**config.mk**
```make
export PLATFORM = sky130hd
export DESIGN_NAME = bwe_train_judge
export DESIGN_NICKNAME = d
export VERILOG_FILES = /design/src/rtl/bwe_pkg.sv /design/src/rtl/ipd_meter.sv /design/src/rtl/bwe_train_judge.sv
export SDC_FILE = /design/constraint.sdc
export NUM_CORES = 1
export LEC_CHECK = 0
export CORE_MARGIN = 2
export CORE_UTILIZATION = 25
export CTS_CLUSTER_DIAMETER = 30
export DETAILED_ROUTE_END_ITERATION = 7
export GPL_TIMING_DRIVEN = 0
export PLACE_DENSITY = 0.45
export SLEW_MARGIN = 20
export SYNTH_ARGS = -nofsm -noshare
export SYNTH_HDL_FRONTEND = slang
export SYNTH_HIERARCHICAL = 1
export SYNTH_SLANG_ARGS = --single-unit
export TNS_END_PERCENT = 100
```
**constraint.sdc**
```tcl
create_clock -name clk -period 6.7 [get_ports clk]
set_input_delay 1.005 -clock clk [delete_from_list [all_inputs] [get_ports clk]]
set_output_delay 1.005 -clock clk [all_outputs]
set_load 0.05 [all_outputs]
```
**src/rtl/bwe_pkg.sv**
```systemverilog
// rtl/bwe_pkg.sv - shared state encoding and default train parameters for the probe-train judge.
package bwe_pkg;

    typedef enum logic [1:0] {
        IDLE       = 2'd0,
        WAIT_FIRST = 2'd1,
        MEASURE    = 2'd2,
        REPORT     = 2'd3
    } state_e;

    localparam int PKT_NUMBER   = 4;
    localparam int SENDER_IPD   = 10;
    localparam int TOTAL_CYCLES = 162;

endpackage

```
**src/rtl/ipd_meter.sv**
```systemverilog
// rtl/ipd_meter.sv - saturating inter-packet-delay timer; exposes the running delay as a sample on arrival.
module ipd_meter #(
    parameter int W = 32
) (
    input  logic         clk,
    input  logic         rst,
    input  logic         clear_i,
    input  logic         first_i,
    input  logic         enable_i,
    input  logic         arrival_i,
    output logic [W-1:0] sample_o,
    output logic         sample_valid_o
);

    logic [W-1:0] timer_q;
    logic [W-1:0] timer_d;

    // Reloading 1 on an arrival makes the timer equal the edge-to-edge distance at the next arrival.
    always_comb begin
        timer_d = timer_q;
        if (clear_i) begin
            timer_d = '0;
        end else if (first_i) begin
            timer_d = W'(1);
        end else if (enable_i) begin
            if (arrival_i) begin
                timer_d = W'(1);
            end else if (timer_q != '1) begin
                timer_d = timer_q + W'(1);
            end
        end
    end

    always_ff @(posedge clk or posedge rst) begin
        if (rst) begin
            timer_q <= '0;
        end else begin
            timer_q <= timer_d;
        end
    end

    assign sample_o       = timer_q;
    assign sample_valid_o = enable_i & arrival_i;

endmodule

```
**src/rtl/bwe_train_judge.sv**
```systemverilog
// rtl/bwe_train_judge.sv - measures one probe train's receive IPDs and issues a congested/timeout verdict.
module bwe_train_judge #(
    parameter int PKT_NUMBER      = bwe_pkg::PKT_NUMBER,
    parameter int SENDER_IPD      = bwe_pkg::SENDER_IPD,
    parameter int TOTAL_CYCLES    = bwe_pkg::TOTAL_CYCLES,
    parameter int DISPERSE_THRESH = 3,
    parameter int W               = 32
) (
    input  logic         clk,
    input  logic         rst,
    input  logic         start,
    input  logic         pktArrival,
    output logic         busy,
    output logic         result_valid,
    output logic [W-1:0] disp_cnt,
    output logic [W-1:0] ipd_sum,
    output logic [W-1:0] ipd_max,
    output logic [W-1:0] pkt_seen,
    output logic         congested,
    output logic         timeout
);
    import bwe_pkg::*;

    state_e       state_q;
    state_e       state_d;
    logic [W-1:0] win_timer_q, win_timer_d;
    logic [W-1:0] disp_cnt_q,  disp_cnt_d;
    logic [W-1:0] ipd_sum_q,   ipd_sum_d;
    logic [W-1:0] ipd_max_q,   ipd_max_d;
    logic [W-1:0] pkt_seen_q,  pkt_seen_d;
    logic         congested_q, congested_d;
    logic         timeout_q,   timeout_d;

    logic         accept;
    logic         in_window;
    logic         first_arr;
    logic [W-1:0] win_inc;
    logic         window_done;
    logic         train_done;
    logic         report_now;
    logic [W-1:0] sample;
    logic         sample_valid;
    logic [W:0]   sum_ext;

    assign accept      = (state_q == IDLE) && start;
    assign in_window   = (state_q == WAIT_FIRST) || (state_q == MEASURE);
    assign first_arr   = (state_q == WAIT_FIRST) && pktArrival;
    assign win_inc     = (win_timer_q == '1) ? win_timer_q : win_timer_q + W'(1);
    assign window_done = in_window && (win_inc >= W'(TOTAL_CYCLES));
    assign train_done  = sample_valid && ((pkt_seen_q + W'(1)) == W'(PKT_NUMBER));
    // A final arrival on the expiry edge still completes the train, so it wins over the timeout.
    assign report_now  = in_window && (train_done || window_done);

    ipd_meter #(.W(W)) u_ipd_meter (
        .clk            (clk),
        .rst            (rst),
        .clear_i        (accept),
        .first_i        (first_arr),
        .enable_i       (state_q == MEASURE),
        .arrival_i      (pktArrival),
        .sample_o       (sample),
        .sample_valid_o (sample_valid)
    );

    always_ff @(posedge clk or posedge rst) begin
        if (rst) begin
            state_q <= IDLE;
        end else begin
            state_q <= state_d;
        end
    end

    always_comb begin
        state_d = state_q;
        unique case (state_q)
            IDLE:       if (accept)          state_d = WAIT_FIRST;
            WAIT_FIRST: if (window_done)     state_d = REPORT;
                        else if (first_arr)  state_d = MEASURE;
            MEASURE:    if (report_now)      state_d = REPORT;
            REPORT:                          state_d = IDLE;
            default:                         state_d = IDLE;
        endcase
    end

    always_comb begin
        busy         = (state_q != IDLE);
        result_valid = (state_q == REPORT);
    end

    always_comb begin
        win_timer_d = win_timer_q;
        disp_cnt_d  = disp_cnt_q;
        ipd_sum_d   = ipd_sum_q;
        ipd_max_d   = ipd_max_q;
        pkt_seen_d  = pkt_seen_q;
        congested_d = congested_q;
        timeout_d   = timeout_q;
        sum_ext     = {1'b0, ipd_sum_q} + {1'b0, sample};
        if (accept) begin
            win_timer_d = '0;
            disp_cnt_d  = '0;
            ipd_sum_d   = '0;
            ipd_max_d   = '0;
            pkt_seen_d  = '0;
            congested_d = 1'b0;
            timeout_d   = 1'b0;
        end else if (in_window) begin
            win_timer_d = win_inc;
            if (first_arr) begin
                pkt_seen_d = W'(1);
            end else if (sample_valid) begin
                disp_cnt_d = disp_cnt_q + W'(sample >= W'(SENDER_IPD));
                ipd_sum_d  = sum_ext[W] ? '1 : sum_ext[W-1:0];
                ipd_max_d  = (sample > ipd_max_q) ? sample : ipd_max_q;
                pkt_seen_d = pkt_seen_q + W'(1);
            end
            if (report_now) begin
                timeout_d   = !train_done;
                congested_d = (disp_cnt_d >= W'(DISPERSE_THRESH));
            end
        end
    end

    always_ff @(posedge clk or posedge rst) begin
        if (rst) begin
            win_timer_q <= '0;
            disp_cnt_q  <= '0;
            ipd_sum_q   <= '0;
            ipd_max_q   <= '0;
            pkt_seen_q  <= '0;
            congested_q <= 1'b0;
            timeout_q   <= 1'b0;
        end else begin
            win_timer_q <= win_timer_d;
            disp_cnt_q  <= disp_cnt_d;
            ipd_sum_q   <= ipd_sum_d;
            ipd_max_q   <= ipd_max_d;
            pkt_seen_q  <= pkt_seen_d;
            congested_q <= congested_d;
            timeout_q   <= timeout_d;
        end
    end

    assign disp_cnt  = disp_cnt_q;
    assign ipd_sum   = ipd_sum_q;
    assign ipd_max   = ipd_max_q;
    assign pkt_seen  = pkt_seen_q;
    assign congested = congested_q;
    assign timeout   = timeout_q;

endmodule
```
==> flow_metrics.env <==
export IMPL_vias_per_cell=5.17
export IMPL_combPwrFrac_pct=48.0
export IMPL_hold_start="ipd_max[10]$_DFFE_PP0P_"
export IMPL_multi_input_area_mm2=0.00832
export IMPL_dp_cells=2501
export IMPL_die_height_um=240
export IMPL_num_rows=86
export IMPL_internal_power_mw=2.82
export IMPL_r2r_setup_slack_ps=2120
export IMPL_grt_antenna_before_repair=0
export IMPL_ys_seq_elements=196
export IMPL_rsz0062_at_grt="no"
export IMPL_first_iter_violations=987
export IMPL_required_ps=7080
export IMPL_max_clock_freq_ghz=0.218
export IMPL_r2r_start="state_q[0]$_DFFE_PP0P_"
export IMPL_synth_flop_cell="dfrtp_1"
export IMPL_wirelength_um=48200
export IMPL_p_leak_nw=7.02
export IMPL_reg2reg_to="congested$_DFFE_PP0P_"
export IMPL_post_cts_resized=0
export IMPL_grt_pass1_wl_um=75400
export IMPL_hold_end="ipd_max[10]$_DFFE_PP0P_"
export IMPL_power_switching_mw=2.52
export IMPL_detail_route_wl_per_cell_um=19.0
export IMPL_switching_share_pct=47.1
export IMPL_initial_utilization_pct=25.2
export IMPL_layout_nets=1852
export IMPL_fin_skew_ps=11.4
export IMPL_synthTopCellsByArea="dfrtp_1 (35%), ha_1 (6.7%), o21ai_0 (4.1%), xor2_1 (4.0%), xnor2_1 (3.7%)"
export IMPL_final_period_utilization_pct=68.3
export IMPL_antenna_cells=0
export IMPL_crit_fanout=10
export IMPL_synth_top_cell_area_share_pct=35.3
export IMPL_syn2layout_area_growth_pct=20.9
export IMPL_route_met2_wl_um=22900
export IMPL_post_cts_buffers=0
export IMPL_final_setup_tns_ps=0
export IMPL_core_area_mm2=0.0551
export IMPL_p_clk_share_pct=20.5
export IMPL_hold_buffers=0
export IMPL_drc=0
export IMPL_ys_top_cells_by_count="dfrtp_1 (196), nor2_1 (131), nand2_1 (118)"
export IMPL_grt_overflow_total=0
export IMPL_cts_root_buf="clkbuf_16"
export IMPL_grtUsageTotal_pct=16.9
export IMPL_synth_warnings=6
export IMPL_cts_tree="built"
export IMPL_seq_area_frac_synth_pct=35.3
export IMPL_insertion_delay_ps=510
export IMPL_wl_met1_um=22300
export IMPL_top_layer="met4"
export IMPL_ant_nets=0
export IMPL_ys_types=91
export IMPL_syn_inst=1617
export IMPL_yosysMostFrequentCell="dfrtp_1"
export IMPL_min_path_type="register to register"
export IMPL_pwr_share_seq_pct=31.5
export IMPL_io_buffers=135
export IMPL_num_io_pins=136
export IMPL_dr_pass1_iters=6
export IMPL_status="complete, no violations"
export IMPL_grt_max_degree=94
export IMPL_async_flop_share_pct=100
export IMPL_vias=13100
export IMPL_synth_edf_count=0
export IMPL_vdd_drop_max_v=0.000220
export IMPL_netlist_area_mm2=0.0139
export IMPL_clock_path_buffers=2
export IMPL_cp_start_kind="register"
export IMPL_final_cell_count_no_fill=2533
export IMPL_path_class="register to register"
export IMPL_pwr_density_cell_mw_per_mm2=318
export IMPL_tightest_slew_ps=975
export IMPL_first_global_vias=12800
export IMPL_finalSetupViolCount=0
export IMPL_cts_buffers=17
export IMPL_syn_avg_cell_area_um2=8.60
export IMPL_die_x_um=240
export IMPL_hold_viol=0
export IMPL_drive_above_1_share_pct=5.10
export IMPL_dieArea_mm2=0.0575
export IMPL_drv_cap=0
export IMPL_n_fill_cell=5934
export IMPL_cts_sinks=196
export IMPL_hpwl_um=35600
export IMPL_cts_clk_slew_worst_paths_ps=80
export IMPL_r2r_cells=13
export IMPL_maxSlewHeadroom_pct=34.4
export IMPL_end_kind="register"
export IMPL_fin_crit_ps=4580
export IMPL_wl_met3_um=2200
export IMPL_syn_nets=1697
export IMPL_regArea_mm2=0.00490
export IMPL_slew_violations=0
export IMPL_place_congestion=0.876
export IMPL_arrival_ps=4960
export IMPL_h_tree_depth=4
export IMPL_synth_top_cell_by_area="dfrtp_1"
export IMPL_hold_path_depth=1
-- worst max-delay path, cell delays in order (launching register included) --
cell	delay, ps
dfrtp_1	440
inv_1	170
ha_1	220
clkbuf_1	610
and2_1	330
a21boi_1	540
and4_1	410
and2_1	240
nand3_1	150
nor3_1	450
nor4bb_1	360
o31ai_1	130
o31ai_1	300
mux2i_1	110
-- layer usage --
metal  vias to the layer above  track usage [%]
met5                         -                0
met4                         0             5.19
met3                        51             3.16
met2                       338             28.0
met1                      6398             22.4
li1                       6296                -
-- power groups by stage --
stage / clock network (mW) / registers, mW / logic (mW)
finish: 1.09 / 1.68 / 2.56
CTS: 1.13 / 1.69 / 2.59
detailed placement: 0 / 1.71 / 2.58
global placement: 0 / 1.71 / 2.56
global route: 1.17 / 1.72 / 2.81
floorplan: 0 / 2.02 / 1.36
-- sequential cells by signal, summed over array words and instances, names as in the netlist --
| signal | count |
|---|---|
| ipd_max | 32 |
| win_timer_q | 32 |
| timeout | 1 |
| pkt_seen | 32 |
| disp_cnt | 32 |
| state_q | 2 |
| u_ipd_meter/sample_o | 32 |
| ipd_sum | 32 |
| congested | 1 |
-- how the worst max path moves through the flow --
stage                     slack [ps]  cells past startpoint                    from                        to
final                           2120                     13  state_q[0]$_DFFE_PP0P_     congested$_DFFE_PP0P_
after floorplan                 1260                      1                     rst     congested$_DFFE_PP0P_
after detailed placement        1880                     11              pktArrival     congested$_DFFE_PP0P_
after CTS                       2140                     13  state_q[0]$_DFFE_PP0P_     congested$_DFFE_PP0P_
after global routing            1720                     13  state_q[0]$_DFFE_PP0P_     congested$_DFFE_PP0P_
after global placement         -1790                      2                     rst  pkt_seen[11]$_DFFE_PP0P_
-- cells by family (layout without fill, tap and decap cells) --
group	count (synthesis)	in the layout	synth area share, %
compound gates	439	439	20.8
fa+ha+maj	76	76	6.89
xor+xnor	122	122	7.68
mux	10	10	0.729
flops	196	196	35.3
simple gates	614	614	23.6
buf+inv	160	328	4.96
-- through the flow --
stage               setup WS (ps)  power (mW)  util (%)  cell area (um2)  hold slack [ps]
finish                       2120        5.34      30.5            16800              531
global route                 1720        5.70      30.5            16800              560
floorplan                    1260        3.38         -            13900              532
detailed placement           1880        4.28      29.5            16200              514
global placement            -1790        4.26      29.4            16200              509
CTS                          2140        5.40      30.5            16800              531
-- cell type report --
class / instances / area share (%)
buffer: 90 / 2.54
clock buffer: 20 / 2.66
clock inverter: 12 / 0.781
inverter: 70 / 1.61
multi-input combinational: 1261 / 49.5
sequential: 196 / 29.2
tap: 748 / 5.57
timing repair buffer: 136 / 8.20
-- placed cells by master, fill, tap and decap left out, drive strengths merged, types with 7 or more instances in the layout --
| cell | instances |
|---|---|
| nor2b | 9 |
| o21ai | 122 |
| nor3 | 38 |
| nand3 | 76 |
| a21o | 39 |
| or4 | 13 |
| clkbuf | 90 |
| a211oi | 7 |
| mux2i | 9 |
| and4 | 24 |
| dfrtp | 196 |
| a21oi | 93 |
| and2 | 17 |
| nor2 | 131 |
| xor2 | 64 |
| or2 | 11 |
| or3 | 19 |
| and3 | 41 |
| nand2 | 120 |
| clkdlybuf4s50 | 135 |
| ha | 75 |
| o21a | 10 |
| o31ai | 15 |
| buf | 21 |
| nand2b | 7 |
| a31oi | 36 |
| nor4 | 29 |
| a22oi | 7 |
| inv | 70 |
| nand4 | 61 |
| xnor2 | 58 |
| a22o | 37 |
| a311oi | 9 |
(Power assumes the default switching activity.)
